`src/rtl/addr_seq_pkg.sv`:
```
// Shared types and helpers for the multi-channel address sequencer/arbiter.
package addr_seq_pkg;

    typedef enum logic [1:0] {
        ST_IDLE = 2'd0,
        ST_RUN  = 2'd1,
        ST_DONE = 2'd2
    } seq_state_e;

    localparam int DEF_NUM_CH = 3;
    localparam int NUM_REQ    = 2 * DEF_NUM_CH;
    localparam int MAX_CNT_W  = 32;

    // Reverses the low log2n bits of val; bits at or above log2n (or cnt_w) come back as 0.
    function automatic logic [MAX_CNT_W-1:0] bit_reverse(input logic [MAX_CNT_W-1:0] val,
                                                        input int                   cnt_w,
                                                        input logic [4:0]           log2n);
        logic [MAX_CNT_W-1:0] res;
        logic [4:0]           src;
        res = '0;
        for (int i = 0; i < MAX_CNT_W; i++) begin
            if (i < cnt_w && i < int'(log2n)) begin
                src    = log2n - 5'd1 - 5'(i);
                res[i] = val[src];
            end
        end
        return res;
    endfunction

endpackage

```
`src/rtl/addr_seq_counter.sv`:
```
// One requestor: IDLE/RUN/DONE sequencing, sample counter and registered done flag.
module addr_seq_counter
    import addr_seq_pkg::*;
#(
    parameter int CNT_W = 16
) (
    input  logic             clk,
    input  logic             rst_n,
    input  logic             enable_i,
    input  logic             req_i,
    input  logic             inc_i,
    input  logic [CNT_W-1:0] filesize_i,
    output logic [CNT_W-1:0] count_o,
    output logic             done_o,
    output logic             eligible_o
);

    seq_state_e       state_q, state_d;
    logic [CNT_W-1:0] cnt_q, cnt_d;
    logic             done_q, done_d;

    always_comb begin
        state_d = state_q;
        cnt_d   = cnt_q;
        done_d  = done_q;
        if (!enable_i) begin
            state_d = ST_IDLE;
            cnt_d   = '0;
            done_d  = 1'b0;
        end else begin
            case (state_q)
                ST_IDLE: begin
                    state_d = ST_RUN;
                    cnt_d   = '0;
                end
                ST_RUN: begin
                    if (cnt_q == filesize_i) begin
                        state_d = ST_DONE;
                        done_d  = 1'b1;
                    end else if (inc_i) begin
                        cnt_d = cnt_q + CNT_W'(1);
                    end
                end
                default: state_d = state_q;
            endcase
        end
    end

    always_ff @(posedge clk or negedge rst_n) begin
        if (!rst_n) begin
            state_q <= ST_IDLE;
            cnt_q   <= '0;
            done_q  <= 1'b0;
        end else begin
            state_q <= state_d;
            cnt_q   <= cnt_d;
            done_q  <= done_d;
        end
    end

    // Gated by enable so a channel being switched off cannot win one last grant.
    assign eligible_o = enable_i && (state_q == ST_RUN) && req_i && (cnt_q < filesize_i);
    assign count_o    = cnt_q;
    assign done_o     = done_q;

endmodule

```
`src/rtl/addr_seq_arbiter.sv`:
```
// NUM_CH channels of read/write address sequencers sharing one registered address port.
module addr_seq_arbiter
    import addr_seq_pkg::*;
#(
    parameter int NUM_CH = DEF_NUM_CH,
    parameter int ADDR_W = 32,
    parameter int CNT_W  = 16
) (
    input  logic                       clk,
    input  logic                       rst_n,
    input  logic [ADDR_W-1:0]          offset,
    input  logic [CNT_W-1:0]           filesize,
    input  logic [4:0]                 log2n,
    input  logic [NUM_CH-1:0]          ch_enable,
    input  logic [NUM_CH-1:0]          ch_bitrev,
    input  logic [NUM_CH-1:0]          rd_req,
    input  logic [NUM_CH-1:0]          wr_req,
    input  logic                       addr_ready,
    output logic                       addr_valid,
    output logic [ADDR_W-1:0]          addr,
    output logic [$clog2(NUM_CH)-1:0]  addr_ch,
    output logic                       addr_is_wr,
    output logic [NUM_CH-1:0]          rd_done,
    output logic [NUM_CH-1:0]          wr_done
);

    localparam int NREQ = 2 * NUM_CH;
    localparam int RW   = $clog2(NREQ);
    localparam int CH_W = $clog2(NUM_CH);

    logic [NREQ-1:0]   en_vec, req_vec, elig, inc, done;
    logic [CNT_W-1:0]  cnt [NREQ];
    logic [RW-1:0]     rr_q, rr_d, gnt_idx, cand;
    logic              gnt_vld, load, gnt_wr;
    logic [CH_W-1:0]   gnt_ch, ch_q;
    logic [CNT_W-1:0]  gnt_cnt, idx;
    logic [ADDR_W-1:0] addr_d, addr_q;
    logic              valid_q, wr_q;

    // Requestor r = 2*ch + is_wr.
    always_comb begin
        for (int c = 0; c < NUM_CH; c++) begin
            en_vec[2*c]    = ch_enable[c];
            en_vec[2*c+1]  = ch_enable[c];
            req_vec[2*c]   = rd_req[c];
            req_vec[2*c+1] = wr_req[c];
            rd_done[c]     = done[2*c];
            wr_done[c]     = done[2*c+1];
        end
    end

    for (genvar r = 0; r < NREQ; r++) begin : g_seq
        addr_seq_counter #(.CNT_W(CNT_W)) u_seq (
            .clk        (clk),
            .rst_n      (rst_n),
            .enable_i   (en_vec[r]),
            .req_i      (req_vec[r]),
            .inc_i      (inc[r]),
            .filesize_i (filesize),
            .count_o    (cnt[r]),
            .done_o     (done[r]),
            .eligible_o (elig[r])
        );
    end

    always_comb begin
        gnt_vld = 1'b0;
        gnt_idx = '0;
        cand    = '0;
        for (int k = 0; k < NREQ; k++) begin
            cand = RW'((int'(rr_q) + k) % NREQ);
            if (!gnt_vld && elig[cand]) begin
                gnt_vld = 1'b1;
                gnt_idx = cand;
            end
        end
    end

    assign load = !valid_q || addr_ready;
    assign rr_d = (gnt_idx == RW'(NREQ - 1)) ? '0 : gnt_idx + RW'(1);

    always_comb begin
        for (int r = 0; r < NREQ; r++) begin
            inc[r] = load && gnt_vld && (gnt_idx == RW'(r));
        end
    end

    assign gnt_ch  = CH_W'(gnt_idx >> 1);
    assign gnt_wr  = gnt_idx[0];
    assign gnt_cnt = cnt[gnt_idx];

    // Only reads are reordered; writes always land in linear order.
    always_comb begin
        idx = gnt_cnt;
        if (!gnt_wr && ch_bitrev[gnt_ch]) begin
            idx = CNT_W'(bit_reverse(MAX_CNT_W'(gnt_cnt), CNT_W, log2n));
        end
    end

    assign addr_d = offset + ADDR_W'(idx);

    always_ff @(posedge clk or negedge rst_n) begin
        if (!rst_n) begin
            valid_q <= 1'b0;
            addr_q  <= '0;
            ch_q    <= '0;
            wr_q    <= 1'b0;
            rr_q    <= '0;
        end else if (load) begin
            valid_q <= gnt_vld;
            if (gnt_vld) begin
                addr_q <= addr_d;
                ch_q   <= gnt_ch;
                wr_q   <= gnt_wr;
                rr_q   <= rr_d;
            end
        end
    end

    assign addr_valid = valid_q;
    assign addr       = addr_q;
    assign addr_ch    = ch_q;
    assign addr_is_wr = wr_q;

endmodule

```
`config.mk`:
```
export PLATFORM = sky130hd
export DESIGN_NAME = addr_seq_arbiter
export DESIGN_NICKNAME = d
export VERILOG_FILES = /design/src/rtl/addr_seq_pkg.sv /design/src/rtl/addr_seq_counter.sv /design/src/rtl/addr_seq_arbiter.sv
export SDC_FILE = /design/constraint.sdc
export NUM_CORES = 1
export LEC_CHECK = 0
export CAP_MARGIN = 40
export CORE_MARGIN = 2
export CORE_UTILIZATION = 45
export CTS_CLUSTER_DIAMETER = 40
export DETAILED_ROUTE_END_ITERATION = 10
export DONT_BUFFER_PORTS = 1
export GPL_ROUTABILITY_DRIVEN = 0
export PLACE_DENSITY = 0.61
export SLEW_MARGIN = 20
export SYNTH_ARGS = -nofsm -noshare
export SYNTH_HDL_FRONTEND = slang
export SYNTH_HIERARCHICAL = 1
export SYNTH_SLANG_ARGS = --single-unit
```
`constraint.sdc`:
```
create_clock -name clk -period 10 [get_ports clk]
set_input_delay 0.5 -clock clk [delete_from_list [all_inputs] [get_ports clk]]
set_output_delay 0.5 -clock clk [all_outputs]
set_load 0.01 [all_outputs]
```
=== After elaboration in Yosys (flattened, before gate mapping) ===
Cells that the tools add are included.

* Output and inout bits: 42
* Register bits after elaboration: 153
* Logic and storage cells: 362

* Bitwise operators: 1
* Eq/ne operators: 53
* Add/subtract/negate cells: 29
* Reduce and logical (&&, ||, !) cells: 65
* Div/mod/pow operators: 6
* Multiplexer cells: 139
* Magnitude comparators: 46

{| class="wikitable"
|+ Operators by type and width
! cell !! count
|-
| two-way mux 16 bit || 21
|-
| one-hot mux 16 bit (2 select lines) || 6
|-
| remainder unit 32 x 4 -> 32 bit (second input constant) || 5
|-
| adder 16 x 1 -> 16 bit (second input constant) || 6
|-
| equality test 16 bit || 6
|-
| less-than comparator 16 bit || 6
|-
| less-than comparator 5 x 6 -> 1 bit (second input constant) || 16
|-
| binary-select mux 1 bit (select 5 bit) || 16
|-
| two-way mux 1 bit || 63
|-
| binary-select mux 16 bit (select 3 bit) || 1
|-
| less-than comparator 4 x 5 -> 1 bit (first input constant) || 8
|-
| subtractor 5 x 4 -> 5 bit (second input constant) || 8
|-
| inequality test 3 x 2 -> 1 bit (second input constant) || 12
|-
| adder 32 x 16 -> 32 bit || 1
|-
| remainder unit 4 x 4 -> 32 bit (second input constant) || 1
|-
| logical AND 1 bit || 31
|-
| AND reduction 2 bit || 13
|-
| less-than comparator 3 x 4 -> 1 bit (second input constant) || 6
|-
| two-way mux 2 bit || 12
|-
| inequality test 2 x 1 -> 1 bit (second input constant) || 12
|-
| one-hot mux 2 bit (2 select lines) || 6
|-
| two-way mux 3 bit || 7
|-
| less-than comparator 3 x 5 -> 1 bit (first input constant) || 4
|-
| subtractor 5 x 3 -> 5 bit (second input constant) || 4
|-
| other kinds (24) || 68
|}

=== Logic depth before layout (Yosys ltp) ===
* Depth after elaboration: 31
* Mapped depth: 37
* Gate-level depth less buffers: 36

=== Modules after synthesis ===
Netlist, hierarchy kept.

{| class="wikitable"
|+ By module, submodules not included
! module !! cells each !! area an instance (um^2) !! instances
|-
| addr_seq_arbiter || 778 || 6228.5 || 1
|-
| addr_seq_counter (g_seq[1].u_seq ...) || 171 || 1486.4 || 4
|-
| addr_seq_counter (g_seq[0].u_seq) || 163 || 1492.7 || 1
|-
| addr_seq_counter (g_seq[5].u_seq) || 169 || 1472.7 || 1
|}

=== Worst setup path after synthesis ===
No wires, ideal clock.

* Path type: register to register
* Start: reg rr_q[1]
* End: reg addr_q[24] (netlist: addr[24])
* Path buffers: 2
* Data arrival time: 7780 ps
* Cell stages (with the launch flop): 35
* Path slack: 2087 ps
* Path through: dfrtp_1 -> clkinv_1 -> ha_1 -> clkbuf_1 -> a21oi_1 -> inv_1 -> ha_1 -> inv_1 -> and3_1 -> a2111oi_2 -> a31oi_2 -> a311o_1 -> a311o_1 -> clkinv_2 -> buf_2 -> o221a_1 -> mux2i_1 -> mux4_2 -> nor2_1 -> o41ai_1 -> ha_1 -> fa_1 -> a21o_1 -> a21oi_1 -> o21bai_1 -> a21oi_1 -> o21bai_1 -> a21oi_1 -> o21bai_1 -> a2111oi_0 -> o31ai_1 -> a211oi_1 -> or3_1 -> xor2_1 -> o21ai_0

* Longest elaborated chain between the ends: 28
* Elaborated cells on any way between the ends: 104
* Those cells by class: 6 x add/sub; 6 x div; 78 x mux; 1 x bitwise; 13 x reduce/logical

{| class="wikitable"
|+ RTL lines
! item !! RTL line !! text
|-
| start: declaration || addr_seq_arbiter.sv:33 || <nowiki>logic [RW-1:0] rr_q, rr_d, gnt_idx, cand;</nowiki>
|-
| start signal: assignment || addr_seq_arbiter.sv:115 || <nowiki>rr_q <= rr_d;</nowiki>
|-
| branches (longest 28 deep; another with remainder unit 32 x 4 -> 32 bit) || -- ||
|-
| end signal: assignment || addr_seq_arbiter.sv:112 || <nowiki>addr_q <= addr_d;</nowiki>
|-
| end: declaration || addr_seq_arbiter.sv:37 || <nowiki>logic [ADDR_W-1:0] addr_d, addr_q;</nowiki>
|}

Several ways; the timed one is not identified. The select of a mux whose other input is x is not followed.
A chain may end at the register's enable or synchronous reset.

=== Final worst setup path ===
* Start: reg g_seq[4].u_seq.cnt_q[6]
* End: reg addr_q[24] (netlist: addr[24])

* Longest elaborated chain between the ends: 29
* Elaborated cells on any way between the ends: 95
* Those cells by class: 1 x add/sub; 1 x order compare; 78 x mux; 1 x bitwise; 14 x reduce/logical

{| class="wikitable"
|+ RTL lines
! item !! RTL line !! text
|-
| start: declaration || addr_seq_counter.sv:19 || <nowiki>logic [CNT_W-1:0] cnt_q, cnt_d;</nowiki>
|-
| start signal: assignment || addr_seq_counter.sv:56 || <nowiki>cnt_q <= cnt_d;</nowiki>
|-
| less-than comparator 16 bit * || addr_seq_counter.sv:62 || <nowiki>assign eligible_o = enable_i && (state_q == ST_RUN) && req_i && (cnt_q < filesize_i);</nowiki>
|-
| logical AND 1 bit * || addr_seq_counter.sv:62 ||
|-
| named net elig[4] || addr_seq_arbiter.sv:31 || <nowiki>logic [NREQ-1:0] en_vec, req_vec, elig, inc, done;</nowiki>
|-
| binary-select mux 1 bit (select 3 bit) || addr_seq_arbiter.sv:72 || <nowiki>if (!gnt_vld && elig[cand]) begin</nowiki>
|-
| two-way mux 1 bit (not written as such) || addr_seq_arbiter.sv:72 ||
|-
| two-way mux 1 bit || addr_seq_arbiter.sv:72 ||
|-
| logical NOT 1 bit || addr_seq_arbiter.sv:72 ||
|-
| logical AND 1 bit || addr_seq_arbiter.sv:72 ||
|-
| (+13 left out) || -- ||
|-
| NOT 3 -> 4 bit (not written as such) || addr_seq_arbiter.sv:90 || <nowiki>assign gnt_cnt = cnt[gnt_idx];</nowiki>
|-
| binary-select mux 16 bit (select 3 bit) || addr_seq_arbiter.sv:90 ||
|-
| two-way mux 16 bit (not written as such) (2 in a row) || addr_seq_arbiter.sv:90 ||
|-
| binary-select mux 1 bit (select 5 bit) || addr_seq_pkg.sv:24 || <nowiki>res[i] = val[src];</nowiki>
|-
| two-way mux 1 bit (not written as such) || addr_seq_pkg.sv:24 ||
|-
| two-way mux 1 bit || addr_seq_pkg.sv:22 || <nowiki>if (i < cnt_w && i < int'(log2n)) begin</nowiki>
|-
| two-way mux 16 bit || addr_seq_arbiter.sv:95 || <nowiki>if (!gnt_wr && ch_bitrev[gnt_ch]) begin</nowiki>
|-
| adder 32 x 16 -> 32 bit || addr_seq_arbiter.sv:100 || <nowiki>assign addr_d = offset + ADDR_W'(idx);</nowiki>
|}

The timed path passes the listed nets; every way through them passes the cells marked *. The select of a mux whose other input is x is not followed.

==> impl_metrics.env <==
export IMPL_dieWidth_microns=187.4
export IMPL_synthArstFlopShare=1.000
export IMPL_grt_ovfl_total=0
export IMPL_final_hold_viol_count=0
export IMPL_cp_start_kind="flip-flop"
export IMPL_p_per_area_nw_per_um2=268.8
export IMPL_synthesis_nets=2010
export IMPL_numCtsBuffers=17
export IMPL_wl_microns=47930
export IMPL_synthCells=1794
export IMPL_grt_use_total=0.2729
export IMPL_grt_pass1_vias=13459
export IMPL_synth_ff_type="dfrtp_1"
export IMPL_fmax_ghz=0.1075
export IMPL_fin_hold_ws_ns=0.05835
export IMPL_final_core_util=0.4848
export IMPL_post_place_cells=2184
export IMPL_crit_fanout=11
export IMPL_status="complete, no violations"
export IMPL_clock_latency_ns=0.45
export IMPL_coreArea_sq_um=33360
export IMPL_post_route_min_period_ns=9.300
export IMPL_instances_no_fill=2226
export IMPL_wl_per_cell_microns=21.53
export IMPL_drt_iter0_markers=1421
export IMPL_grt_pass1_wl_microns=75970
export IMPL_cp_arrival_ns=9.62
export IMPL_antenna_left=0
export IMPL_dr_pass1_iters=7
export IMPL_num_rows=67
export IMPL_cts_sinks=153
export IMPL_peakVddDrop_uv=282.6
export IMPL_crit_required_ns=10.32
export IMPL_synth_edff_count=0
export IMPL_grt_max_degree=154
export IMPL_start_util=0.4538
export IMPL_max_cap_violations=0
export IMPL_finalMaxSlewViolations=0
export IMPL_netlist_area_sq_um=15140
export IMPL_nNetsFinal=1980
export IMPL_crit_path_max_incr_delay_ns=0.63
export IMPL_vias=14216
export IMPL_criticalPathCategory="reg -> reg"
export IMPL_hpwl_microns=36830
export IMPL_drive_above_1_share=0.09296
export IMPL_critPathBufInv=0
export IMPL_ys_seq_area_frac=0.2529
export IMPL_critPathSlowestCell="o41ai_4"
export IMPL_clk_pin_slew_ns=0.07
export IMPL_cts_tree="done"
export IMPL_crit_top_cell="a21oi_1"
export IMPL_syn_area_per_cell_sq_um=8.439
export IMPL_area_delta_synth_final_pct=6.843
export IMPL_clock_root_buffer="clkbuf_16"
export IMPL_final_common_cell="nand2_1"
export IMPL_critical_path_top_delay_family="compound AO/OA/AOI/OAI gates"
export IMPL_leakagePower_nw=7.203
export IMPL_routed_via_density=6.386
export IMPL_finalSetupViolations=0
export IMPL_cp_end_kind="flip-flop"
export IMPL_die_area_sq_um=35130
export IMPL_ys_warn_count=6
export IMPL_relSlewSlack=0.4162
export IMPL_final_cell_mix="173 x nand2_1, 153 x dfrtp_1, 147 x ha_1"
export IMPL_tightest_slew_ns=0.8719
export IMPL_drc_errors=0
export IMPL_die_height_microns=187.4
export IMPL_h_tree_depth=4
export IMPL_io_pins=110
export IMPL_synth_distinct_cells=101
export IMPL_io_buffer_count=0
export IMPL_ys_ff_latch=153
export IMPL_period_share=0.9300
export IMPL_hp_class="in -> async"
export IMPL_skew_ns=0.007974
export IMPL_antenna_found_initial=3
export IMPL_clockBufferDepth=2
==> layout make-up <==
type | instances | area [sq um]
Timing Repair Buffer | 24 | 222.7
Sequential cell | 153 | 3829
Tap cell | 448 | 560.5
Multi-Input combinational cell | 1429 | 10420
Clock inverter | 9 | 147.6
Clock buffer | 21 | 460.4
Antenna cell | 3 | 7.507
Fill cell | 3295 | 17190
Inverter | 139 | 526.8
==> per-layer routing <==
layer	GRT usage	part of all wire	vias up	routed length, microns
met4	0.1002	0.026	0	1242
met2	0.4341	0.46	606	21990
met5	0	0	-	0
met1	0.3651	0.43	6893	20580
li1	-	-	6626	-
met3	0.05891	0.086	91	4118
==> cells by family after synthesis <==
logic type,share of synthesized area
flip-flops,0.2529
adder cells (fa/ha/maj),0.1228
AO/OA/AOI/OAI,0.2267
XOR/XNOR,0.03744
multiplexers,0.08008
AND/OR/NAND/NOR,0.2190
buffers and inverters,0.06107
==> sequential cells by signal, indices dropped and copies added, names as in the netlist <==
register and count:
rr_q 3, g_seq.u_seq/count_o 96, addr_valid 1, addr_is_wr 1, g_seq.u_seq/state_q 12, g_seq.u_seq/done_o 6, addr_ch 2, addr 32
==> stage by stage <==
step	power, mW	setup TNS (ns)	cell area (sq um)	worst slack [ns]
final	4.349	0	16180	0.7002
after detailed placement	3.469	0	15430	0.3618
after global routing	4.645	-0.01766	16170	-0.01766
after global placement	3.416	0	15410	0.4850
after CTS	4.196	0	16070	0.3069
after floorplan	2.892	0	15140	2.087
==> synthesized netlist by cell type, types with 12 or more instances <==
library cell / instances / area share
nand2_1: 174 / 0.043
dfrtp_1: 153 / 0.25
ha_1: 147 / 0.12
o21ai_0: 133 / 0.044
inv_1: 132 / 0.033
a21oi_1: 129 / 0.043
nor2_1: 84 / 0.021
nand3_1: 80 / 0.026
mux2i_1: 57 / 0.038
nand4_1: 50 / 0.021
xnor2_1: 47 / 0.027
clkbuf_1: 39 / 0.0097
and3_1: 34 / 0.014
o31ai_1: 32 / 0.016
a21o_1: 30 / 0.015
nor3_1: 26 / 0.0086
nor2b_1: 23 / 0.0095
or4_1: 22 / 0.011
a31oi_1: 21 / 0.0087
o211ai_1: 20 / 0.0099
mux4_2: 19 / 0.028
mux2_2: 17 / 0.013
a211oi_1: 16 / 0.0079
and2_1: 15 / 0.0062
xor2_1: 14 / 0.0081
buf_6: 13 / 0.0097
o41ai_1: 13 / 0.0075
nor3b_1: 12 / 0.0060
==> power by group <==
group	switching [mW]	internal (mW)	total (mW)	leakage, nW
combinational	1.80	1.03	2.83	4.85
clock	0.268	0.426	0.694	0.299
sequential	0.106	0.717	0.823	2.05
total	2.17	2.18	4.35	7.20
==> worst paths after layout <==
path | start | to | slack (ns) | cells past startpoint
worst min register to register | addr[23] | addr[23] | 0.54 | 2
min in group clk | ch_enable[0] | g_seq[1].u_seq/done_o | 0.17 | 2
worst max-delay path | g_seq[4].u_seq/count_o[6] | addr[24] | 0.70 | 32
worst min-delay path | rst_n | g_seq[2].u_seq/count_o[11] | 0.06 | 1
worst max register to register | g_seq[4].u_seq/count_o[6] | addr[24] | 0.70 | 32
max in group asynchronous | rst_n | g_seq[1].u_seq/count_o[13] | 9.27 | 1
==> timing repair <==
| action | CTS | global route |
|---|---|---|
| hold endpoints to repair | 153 | 0 |
| gates resized for setup | 0 | 6 |
| hold buffers | 1 | 0 |
| setup endpoints to repair | 0 | 17 |
| setup buffers | 0 | 7 |
Power figures use the tool's default switching activity.
